$ cat src/rtl/uart_rx_if.sv
// uart_rx serial-side and consumer-side signals: rx line in, byte plus set/reset ready flag out.
// master drives rx/clr_rdy (line model or link), slave is the receiver.
interface uart_rx_if;
  logic       rx;
  logic       clr_rdy;
  logic [7:0] rx_data;
  logic       rdy;
  logic       frm_err;

  modport master (output rx, clr_rdy, input rx_data, rdy, frm_err);
  modport slave  (input rx, clr_rdy, output rx_data, rdy, frm_err);
endinterface

$ cat src/rtl/uart_rx.sv
// 8N1 UART receiver; rdy/rx_data valid 1 clk after the mid-stop-bit sample, no backpressure (overrun overwrites).
// Optional UART_RX_MAJ_VOTE_EN: 2-of-3 vote of rx_s at baud_cnt 2,1,0 instead of a single sample.
module uart_rx #(
  parameter int BAUD_DIV = 2604
) (
  input  logic     clk,
  input  logic     rst,
  uart_rx_if.slave bus
);

  localparam int          HALF_DIV = BAUD_DIV / 2;
  localparam logic [11:0] FULL_LD  = 12'(BAUD_DIV - 1);
  localparam logic [11:0] HALF_LD  = 12'(HALF_DIV - 1);

  typedef enum logic [1:0] {IDLE, START, DATA, STOP} state_t;

  state_t      state_q, state_d;
  logic [11:0] baud_cnt_q, baud_cnt_d;
  logic [3:0]  bit_cnt_q, bit_cnt_d;
  logic [7:0]  shift_reg_q, shift_reg_d;
  logic [7:0]  rx_data_q, rx_data_d;
  logic        rdy_q, rdy_d;
  logic        frm_err_q, frm_err_d;
  logic        sync1_q, rx_s_q, rx_prev_q;
  logic        sample;
  logic        bit_val;

`ifdef UART_RX_MAJ_VOTE_EN
  // hist_q[0] is rx_s at baud_cnt==1, hist_q[1] at baud_cnt==2 when sampling
  logic [1:0] hist_q, hist_d;
  always_comb begin
    hist_d  = {hist_q[0], rx_s_q};
    bit_val = (hist_q[1] & hist_q[0]) | (hist_q[1] & rx_s_q) | (hist_q[0] & rx_s_q);
  end
  always_ff @(posedge clk) begin
    if (rst) hist_q <= 2'b00;
    else     hist_q <= hist_d;
  end
`else
  always_comb bit_val = rx_s_q;
`endif

  always_comb begin
    state_d     = state_q;
    baud_cnt_d  = baud_cnt_q;
    bit_cnt_d   = bit_cnt_q;
    shift_reg_d = shift_reg_q;
    rx_data_d   = rx_data_q;
    rdy_d       = rdy_q;
    frm_err_d   = frm_err_q;
    sample      = (state_q != IDLE) && (baud_cnt_q == 12'd0);

    if (state_q != IDLE)
      baud_cnt_d = sample ? FULL_LD : baud_cnt_q - 12'd1;

    if (bus.clr_rdy) begin
      rdy_d     = 1'b0;
      frm_err_d = 1'b0;
    end

    case (state_q)
      IDLE: begin
        if (!rx_s_q && rx_prev_q) begin
          baud_cnt_d = HALF_LD;
          state_d    = START;
        end
      end
      START: begin
        if (sample) begin
          if (!bit_val) begin
            bit_cnt_d = 4'd0;
            state_d   = DATA;
          end else begin
            state_d   = IDLE;
          end
        end
      end
      DATA: begin
        if (sample) begin
          shift_reg_d = {bit_val, shift_reg_q[7:1]};
          bit_cnt_d   = bit_cnt_q + 4'd1;
          if (bit_cnt_q == 4'd7) state_d = STOP;
        end
      end
      STOP: begin
        // a stop-sample set wins over a same-cycle clr_rdy
        if (sample) begin
          rx_data_d = shift_reg_q;
          rdy_d     = 1'b1;
          frm_err_d = ~bit_val;
          state_d   = IDLE;
        end
      end
      default: state_d = IDLE;
    endcase
  end

  always_ff @(posedge clk) begin
    if (rst) begin
      state_q     <= IDLE;
      baud_cnt_q  <= 12'd0;
      bit_cnt_q   <= 4'd0;
      shift_reg_q <= 8'h00;
      rx_data_q   <= 8'h00;
      rdy_q       <= 1'b0;
      frm_err_q   <= 1'b0;
      sync1_q     <= 1'b0;
      rx_s_q      <= 1'b0;
      rx_prev_q   <= 1'b0;
    end else begin
      state_q     <= state_d;
      baud_cnt_q  <= baud_cnt_d;
      bit_cnt_q   <= bit_cnt_d;
      shift_reg_q <= shift_reg_d;
      rx_data_q   <= rx_data_d;
      rdy_q       <= rdy_d;
      frm_err_q   <= frm_err_d;
      sync1_q     <= bus.rx;
      rx_s_q      <= sync1_q;
      rx_prev_q   <= rx_s_q;
    end
  end

  assign bus.rx_data = rx_data_q;
  assign bus.rdy     = rdy_q;
  assign bus.frm_err = frm_err_q;

endmodule

$ cat src/flat_wrapper.sv
// flat-port wrapper written by rule: the top's interface ports become plain ports
module uart_rx_flat 
#(
  parameter int BAUD_DIV = 2604
)
  (clk, rst, bus_rx, bus_clr_rdy, bus_rx_data, bus_rdy, bus_frm_err);
  uart_rx_if bus_i ();
  input  logic clk;
  input  logic rst;
  input wire logic [$bits(bus_i.rx)-1:0] bus_rx;
  input wire logic [$bits(bus_i.clr_rdy)-1:0] bus_clr_rdy;
  output wire logic [$bits(bus_i.rx_data)-1:0] bus_rx_data;
  output wire logic [$bits(bus_i.rdy)-1:0] bus_rdy;
  output wire logic [$bits(bus_i.frm_err)-1:0] bus_frm_err;
  assign bus_i.rx = bus_rx;
  assign bus_i.clr_rdy = bus_clr_rdy;
  assign bus_rx_data = bus_i.rx_data;
  assign bus_rdy = bus_i.rdy;
  assign bus_frm_err = bus_i.frm_err;
  uart_rx #(.BAUD_DIV(BAUD_DIV)) u_core (.clk(clk), .rst(rst), .bus(bus_i));
endmodule
$ cat config.mk
export PLATFORM = sky130hd
export DESIGN_NAME = uart_rx_flat
export DESIGN_NICKNAME = d
export VERILOG_FILES = /design/src/rtl/uart_rx_if.sv /design/src/rtl/uart_rx.sv /design/src/flat_wrapper.sv
export SDC_FILE = /design/constraint.sdc
export NUM_CORES = 1
export LEC_CHECK = 0
export ABC_AREA = 1
export CORE_UTILIZATION = 46
export DETAILED_ROUTE_END_ITERATION = 7
export HOLD_SLACK_MARGIN = 0.08
export PLACE_DENSITY_LB_ADDON = 0.25
export SYNTH_ARGS = -nofsm -noshare
export SYNTH_HDL_FRONTEND = slang
export SYNTH_SLANG_ARGS = --single-unit
$ cat constraint.sdc
create_clock -name clk -period 1.3 [get_ports clk]
set_input_delay 0.39 -clock clk [delete_from_list [all_inputs] [get_ports clk]]
set_output_delay 0.39 -clock clk [all_outputs]
set_load 0.1 [all_outputs]
==> results of run 1 <==
[through the flow]
| step | setup WS, ps | std cells | utilization [%] | power (mW) | hold WS [ps] |
|---|---|---|---|---|---|
| after floorplan | 12.95 | 255 | - | 3.666 | 388.3 |
| after global placement | -142.1 | 349 | 64.73 | 4.747 | 392.1 |
| after detailed placement | -209.8 | 349 | 64.73 | 4.795 | 402.1 |
| after CTS | -30.91 | 363 | 70.40 | 6.325 | 415.4 |
| after global routing | -171.8 | 369 | 76.34 | 7.709 | 435.6 |
| final | -153.1 | 369 | 76.34 | 7.321 | 410.1 |
[state kept, by name, indices dropped and copies added (netlist names), named ones only]
name / cells
u_core.shift_reg_q: 8
u_core.bus.rx_data: 8
u_core.sync1_q: 1
u_core.baud_cnt_q: 12
u_core.bus.frm_err: 1
u_core.rx_prev_q: 1
u_core.state_q: 1
u_core.bit_cnt_q: 4
u_core.bit_val: 1
u_core.bus.rdy: 1
[per-layer routing]
metal / global-route usage (%) / wire length [µm] / up-vias / part of all wire, %
met5: 0 / 0 / - / 0
met4: 9.783 / 96 / 0 / 1.9
met3: 3.819 / 201 / 11 / 3.9
met2: 37.12 / 2544 / 47 / 50
met1: 29.18 / 2254 / 872 / 44
li1: - / - / 954 / -
[how the worst min path moves through the flow]
stage                         startpoint                         to  depth (start not counted)
2_1_floorplan  u_core.sync1_q$_SDFF_PP0_  u_core.bit_val$_SDFF_PP0_                          2
3_3_place_gp   u_core.sync1_q$_SDFF_PP0_  u_core.bit_val$_SDFF_PP0_                          2
3_5_place_dp   u_core.sync1_q$_SDFF_PP0_  u_core.bit_val$_SDFF_PP0_                          2
4_1_cts        u_core.sync1_q$_SDFF_PP0_  u_core.bit_val$_SDFF_PP0_                          2
5_1_grt        u_core.sync1_q$_SDFF_PP0_  u_core.bit_val$_SDFF_PP0_                          2
6_report       u_core.sync1_q$_SDFF_PP0_  u_core.bit_val$_SDFF_PP0_                          2
[cell type report]
| type | count | area [µm²] |
|---|---|---|
| fillers | 233 | 892.1 |
| flip-flops and latches | 39 | 808.3 |
| multi-input cells | 169 | 1110 |
| clock buffers | 5 | 68.82 |
| well taps | 48 | 60.06 |
| inverters | 43 | 166.4 |
| repair buffers | 62 | 645.6 |
| clock inverters | 3 | 20.02 |
[placed cells by master (no fill, tap or decap), types with 8 or more instances in the layout]
cell type and count:
nor2_4 10, inv_1 38, a21oi_2 8, buf_4 42, dfxtp_2 16, nand2_2 13, nand2_1 37, nor2_1 14
buf_12 12, nand3_1 20, o21ai_1 9, a21oi_1 22, dfxtp_1 21
[worst max-delay path, stage by stage, from the launching register on]
cell and delay, ps:
dfxtp_2 340, nor2_4 120, buf_6 110, buf_4 100, nand2_2 60, nor3_4 210
nand3_1 150, nand2_1 110, inv_1 60, nand2_1 60, nor2_1 40
[synth_stat cells]
library cell   n
xnor2_1        1
o21ai_1        1
nand3_4        1
nand2_1       51
o21ai_2        2
nand3_2        1
nor2_1        20
dfxtp_1       39
and3_1         1
xor2_1         1
clkbuf_1       3
o22ai_1        1
inv_1         43
nor3_2         1
buf_6          3
a21oi_1       30
ha_1           3
nand2_2        1
nor2_2         4
a31oi_1        1
nand4_1        2
o21ai_0       13
nand2_4        3
nor2_4         3
o211ai_1       1
nand3_1       22
nor3_1         1
nand4_4        1
nand3b_1       1
[logic make-up (layout without fill, tap and decap cells)]
family / count (synthesis) / after routing / share of synthesized area (%)
buffers and inverters: 49 / 113 / 11.07
adder cells (fa/ha/maj): 3 / 3 / 2.012
AO/OA/AOI/OAI: 49 / 49 / 13.82
XOR/XNOR: 2 / 2 / 0.9391
flip-flops: 39 / 39 / 41.85
AND/OR/NAND/NOR: 113 / 115 / 30.32
[power by group through the flow]
stage          Combinational (mW)  Sequential [mW]  Clock (mW)
6_report                     4.85             1.64       0.828
5_1_grt                      5.18             1.66       0.875
4_1_cts                      3.92             1.57       0.831
3_5_place_dp                 3.22             1.57           0
3_3_place_gp                 3.18             1.57           0
2_1_floorplan                2.06             1.61           0
[repair_timing]
item / 4_1_cts / 5_1_grt
setup buffers: 4 / 6
gates cloned: 2 / 0
setup endpoints to repair: 30 / 36
gates resized for setup: 27 / 56
pin swaps: 9 / 25
hold buffers: 0 / 0
==> results_dict.tcl, run 1 <==
set metrics [dict create \
    grt_antenna_before_repair 0 \
    grt_pass1_vias 1659 \
    antenna_cells 0 \
    synth_fp_nets 262 \
    clk_pin_slew_ps 80 \
    clk_path_buf_depth 2 \
    syn_to_final_growth_pct 54.33 \
    fp-row-count 22 \
    cts_tree "yes" \
    cp_max_fo 3 \
    clkPwrFrac_pct 11.3 \
    finalMaxSlewViolations 0 \
    cp.required_ps 1500 \
    cts_root_buf "clkbuf_8" \
    r2r_slack_ps -150 \
    post_drt_wl_per_cell_um 13.81 \
    fin_ws_ps -153.1 \
    final.setup_skew_ps 3.436 \
    finalCritPeriodShare_pct 111.8 \
    ir_drop_mv 1.752 \
    die-area_um2 4314 \
    switching_share_pct 44.72 \
    p_sw_mw 3.274 \
    synth_largest_area_cell "dfxtp_1" \
    antenna_left 0 \
    p_int_mw 4.047 \
    numPortBuffers 13 \
    pwr-share-seq_pct 22.4 \
    critPathKind "flip-flop to flip-flop" \
    synth_area_leaders "dfxtp_1, nand2_1, inv_1" \
    netlist_area_um2 1866 \
    worstSetupEndpoint "u_core.bit_cnt_q[3]$_SDFFE_PP0P_" \
    clock_sinks 39 \
    wl_mm 5.096 \
    ios 14 \
    rsz0062_at_grt "true" \
    holdCritPathClass "flip-flop to flip-flop" \
    grt_pass1_wl_mm 7.369 \
    ys_types 29 \
    hold_violations 0 \
    slew_headroom_pct 77.30 \
    ff2ff_path_depth 10 \
    cp-startpoint "u_core.baud_cnt_q[8]$_SDFF_PP0_" \
    worstMarginPinSlew_ps 340.1 \
    routed_via_density 5.106 \
    setup_tns_ps -2267 \
    synth_area_per_cell_um2 7.316 \
    finalSetupViolCount 35 \
    grt_overflow_total 0 \
    ys_ff_latch 39 \
    vias 1884 \
    p_comb_share_pct 66.3 \
    synth-warning-count 0 \
    status "complete, but fails checks" \
    die_w_um 65.68 \
    arrival_ps 1660 \
    start_util_pct 49.47 \
    core_area_um2 3771 \
    synth_top_area_share_pct 41.85 \
    power_per_cell_area_nw_per_um2 2543 \
    grtUsageTotal_pct 22.73 \
    seq_area_frac_synth_pct 41.85 \
    htree_levels 2 \
    max_freq_ghz 0.6882 \
    drc 0 \
    r2r_start "u_core.baud_cnt_q[8]$_SDFF_PP0_" \
    place_area_um2 2441 \
    drive_above_1_share_pct 45.17 \
    drtPass1Iterations 5 \
    startpoint_type "flip-flop" \
    syn-instance-count 255 \
    end_kind "flip-flop" \
    violations "negative setup slack" \
    gp_congestion 0.8707 \
    clk_latency_ps 300 \
    leakage_nw 1.242 \
    hpwl_mm 3.017 \
    grt_max_degree 19 \
    period_needed_ps 1453 \
    final_nets 327 \
    die_h_um 65.68 \
    finish.instance_area_um2 2879 \
    rr_endpoint "u_core.bit_cnt_q[3]$_SDFFE_PP0P_" \
    cap_violations 0 \
    drt_iter0_markers 119 \
    numCtsBuffers 5 \
]
Note: power is estimated with default switching activity, not from simulation.
==> run 2, diff against run 1 <==
CTS_CLUSTER_SIZE = 8   (was not set)
clock period = 1.47 ns   (was 1.3 ns; I/O delays follow)
==> run 2 against run 1 <==
Effect of this change: the run now ends clean; routed wire length decreased by 15%; non-clock buffer count decreased by 30; clock power increased by 28%; register-to-register slack improved by 210 ps; combinational power decreased by 38%; hold slack got worse by 2.1 ps; count of clock-buffer cells in the layout increased by 1; via count decreased by 9.9%; sequential share of layout area increased by 3.6 points; final area decreased by 14%; core utilization decreased by 11 points; largest cell class unchanged.
==> results_dict.tcl, run 2 (synthesis gave the netlist of run 1 again) <==
set metrics [dict create \
    cap_violations 0 \
    final_nets 296 \
    cts_tree "yes" \
    vias 1698 \
    power_mw 5.491 \
    end_kind "flip-flop" \
    die_h_um 65.68 \
    grt_pass1_vias 1623 \
    ff2ff_path_depth 9 \
    cp_max_fo 6 \
    switching_share_pct 42.54 \
    finalSetupViolCount 0 \
    die-area_um2 4314 \
    grt_antenna_before_repair 0 \
    ios 14 \
    setup_tns_ps 0 \
    syn_to_final_growth_pct 32.86 \
    cp_cell_sequence "nor2_4 -> nand4_4 -> nor2_4 -> buf_12 -> nand2_2 -> buf_6 -> nand2_2 -> nor2_1 -> nor2_1" \
    start_util_pct 49.47 \
    fp-row-count 22 \
    worstMarginPinSlew_ps 416.7 \
    max_freq_ghz 0.7101 \
    drive_above_1_share_pct 23.45 \
    clk_path_buf_depth 2 \
    regMostFlops "u_core.baud_cnt_q" \
    p_comb_share_pct 54.8 \
    grt_max_degree 18 \
    holdCritPathClass "flip-flop to flip-flop" \
    gp_congestion 0.8390 \
    slowest_stage "dfxtp_1" \
    power_per_cell_area_nw_per_um2 2215 \
    finish.instance_area_um2 2479 \
    grt_pass1_wl_mm 7.038 \
    critPathMaxStageDelay_ps 370 \
    grtUsageTotal_pct 21.22 \
    finalMaxSlewViolations 0 \
    holdPathStages 2 \
    clk_pin_slew_ps 80 \
    utilization_pct 65.73 \
    status "finished clean" \
    antenna_left 0 \
    drc 0 \
    period_needed_ps 1408 \
    htree_levels 2 \
    largest_reg_flops 12 \
    numPortBuffers 13 \
    p_sw_mw 2.336 \
    hold_violations 0 \
    routed_via_density 5.024 \
    grt_overflow_total 0 \
    critPathKind "flip-flop to flip-flop" \
    clk_latency_ps 290 \
    stdcell_count 338 \
    p_int_mw 3.155 \
    final.setup_skew_ps 3.677 \
    die_w_um 65.68 \
    clock_sinks 39 \
    numCtsBuffers 5 \
    leakage_nw 1.056 \
    clkPwrFrac_pct 19.3 \
    core_area_um2 3771 \
    ir_drop_mv 1.149 \
    pwr-share-seq_pct 25.9 \
    hpwl_mm 2.962 \
    slew_headroom_pct 72.12 \
    place_area_um2 2223 \
    startpoint_type "flip-flop" \
    final_cell_mix "nand2_1, inv_1, dfxtp_1" \
    cts_root_buf "clkbuf_8" \
    finalCritPeriodShare_pct 95.80 \
    cp.required_ps 1690 \
    layout_commonest_cell "nand2_1" \
    dp_cells 325 \
    arrival_ps 1630 \
    wl_mm 4.339 \
    drtPass1Iterations 4 \
    drt_iter0_markers 82 \
    antenna_cells 0 \
    post_drt_wl_per_cell_um 12.84 \
]
[run 2: critical path, delay by kind of cell, from the launching register on]
family,cells,cell delay (ps)
buffers and inverters,2,270
flip-flops,1,370
AND/OR/NAND/NOR,7,700
[run 2: layout make-up]
| type | instances | area, µm² |
|---|---|---|
| timing repair buffer | 32 | 390.4 |
| multi-input combinational | 168 | 948.4 |
| clock inverter | 2 | 60.06 |
| inverter | 43 | 161.4 |
| clock buffer | 6 | 72.57 |
| tap | 48 | 60.06 |
| fill | 311 | 1292 |
| sequential | 39 | 785.8 |
[run 2: worst paths after layout]
check                                                     start                              end  slack (ps)
worst max-delay path            u_core.baud_cnt_q[2]$_SDFF_PP0_  u_core.baud_cnt_q[3]$_SDFF_PP0_          60
worst max register to register  u_core.baud_cnt_q[2]$_SDFF_PP0_  u_core.baud_cnt_q[3]$_SDFF_PP0_          60
worst min-delay path                  u_core.sync1_q$_SDFF_PP0_        u_core.bit_val$_SDFF_PP0_         410
worst min register to register        u_core.sync1_q$_SDFF_PP0_        u_core.bit_val$_SDFF_PP0_         410
[run 2: power by group through the flow]
stage / clock network, mW / logic [mW] / registers, mW
after detailed placement: 0 / 2.33 / 1.42
final: 1.06 / 3.01 / 1.42
after CTS: 1.07 / 2.36 / 1.40
after floorplan: 0 / 1.79 / 1.42
after global routing: 1.12 / 3.29 / 1.44
after global placement: 0 / 2.28 / 1.42
[run 2: repair_timing]
item                       in CTS  in global routing
resized for setup               2                 23
setup endpoints to repair       4                 27
pin swaps                       0                 11
hold buffers                    0                  0
buffers inserted                0                  3
cloned                          0                  2
[run 2: stage by stage]
step	worst slack (ps)	hold slack, ps
6_report	61.80	408.1
5_1_grt	-8.981	439.7
4_1_cts	24.53	411.7
3_5_place_dp	-71.48	401.2
3_3_place_gp	-28.23	393.0
2_1_floorplan	104.4	388.3
[run 2: metal layers]
metal	share of wire, %	wire length [µm]	global-route usage, %	vias up
li1	-	-	-	881
met4	0.83	36	7.337	0
met2	47	2060	32.65	31
met1	49	2115	28.25	782
met3	2.9	128	5.729	4
met5	0	0	0	-
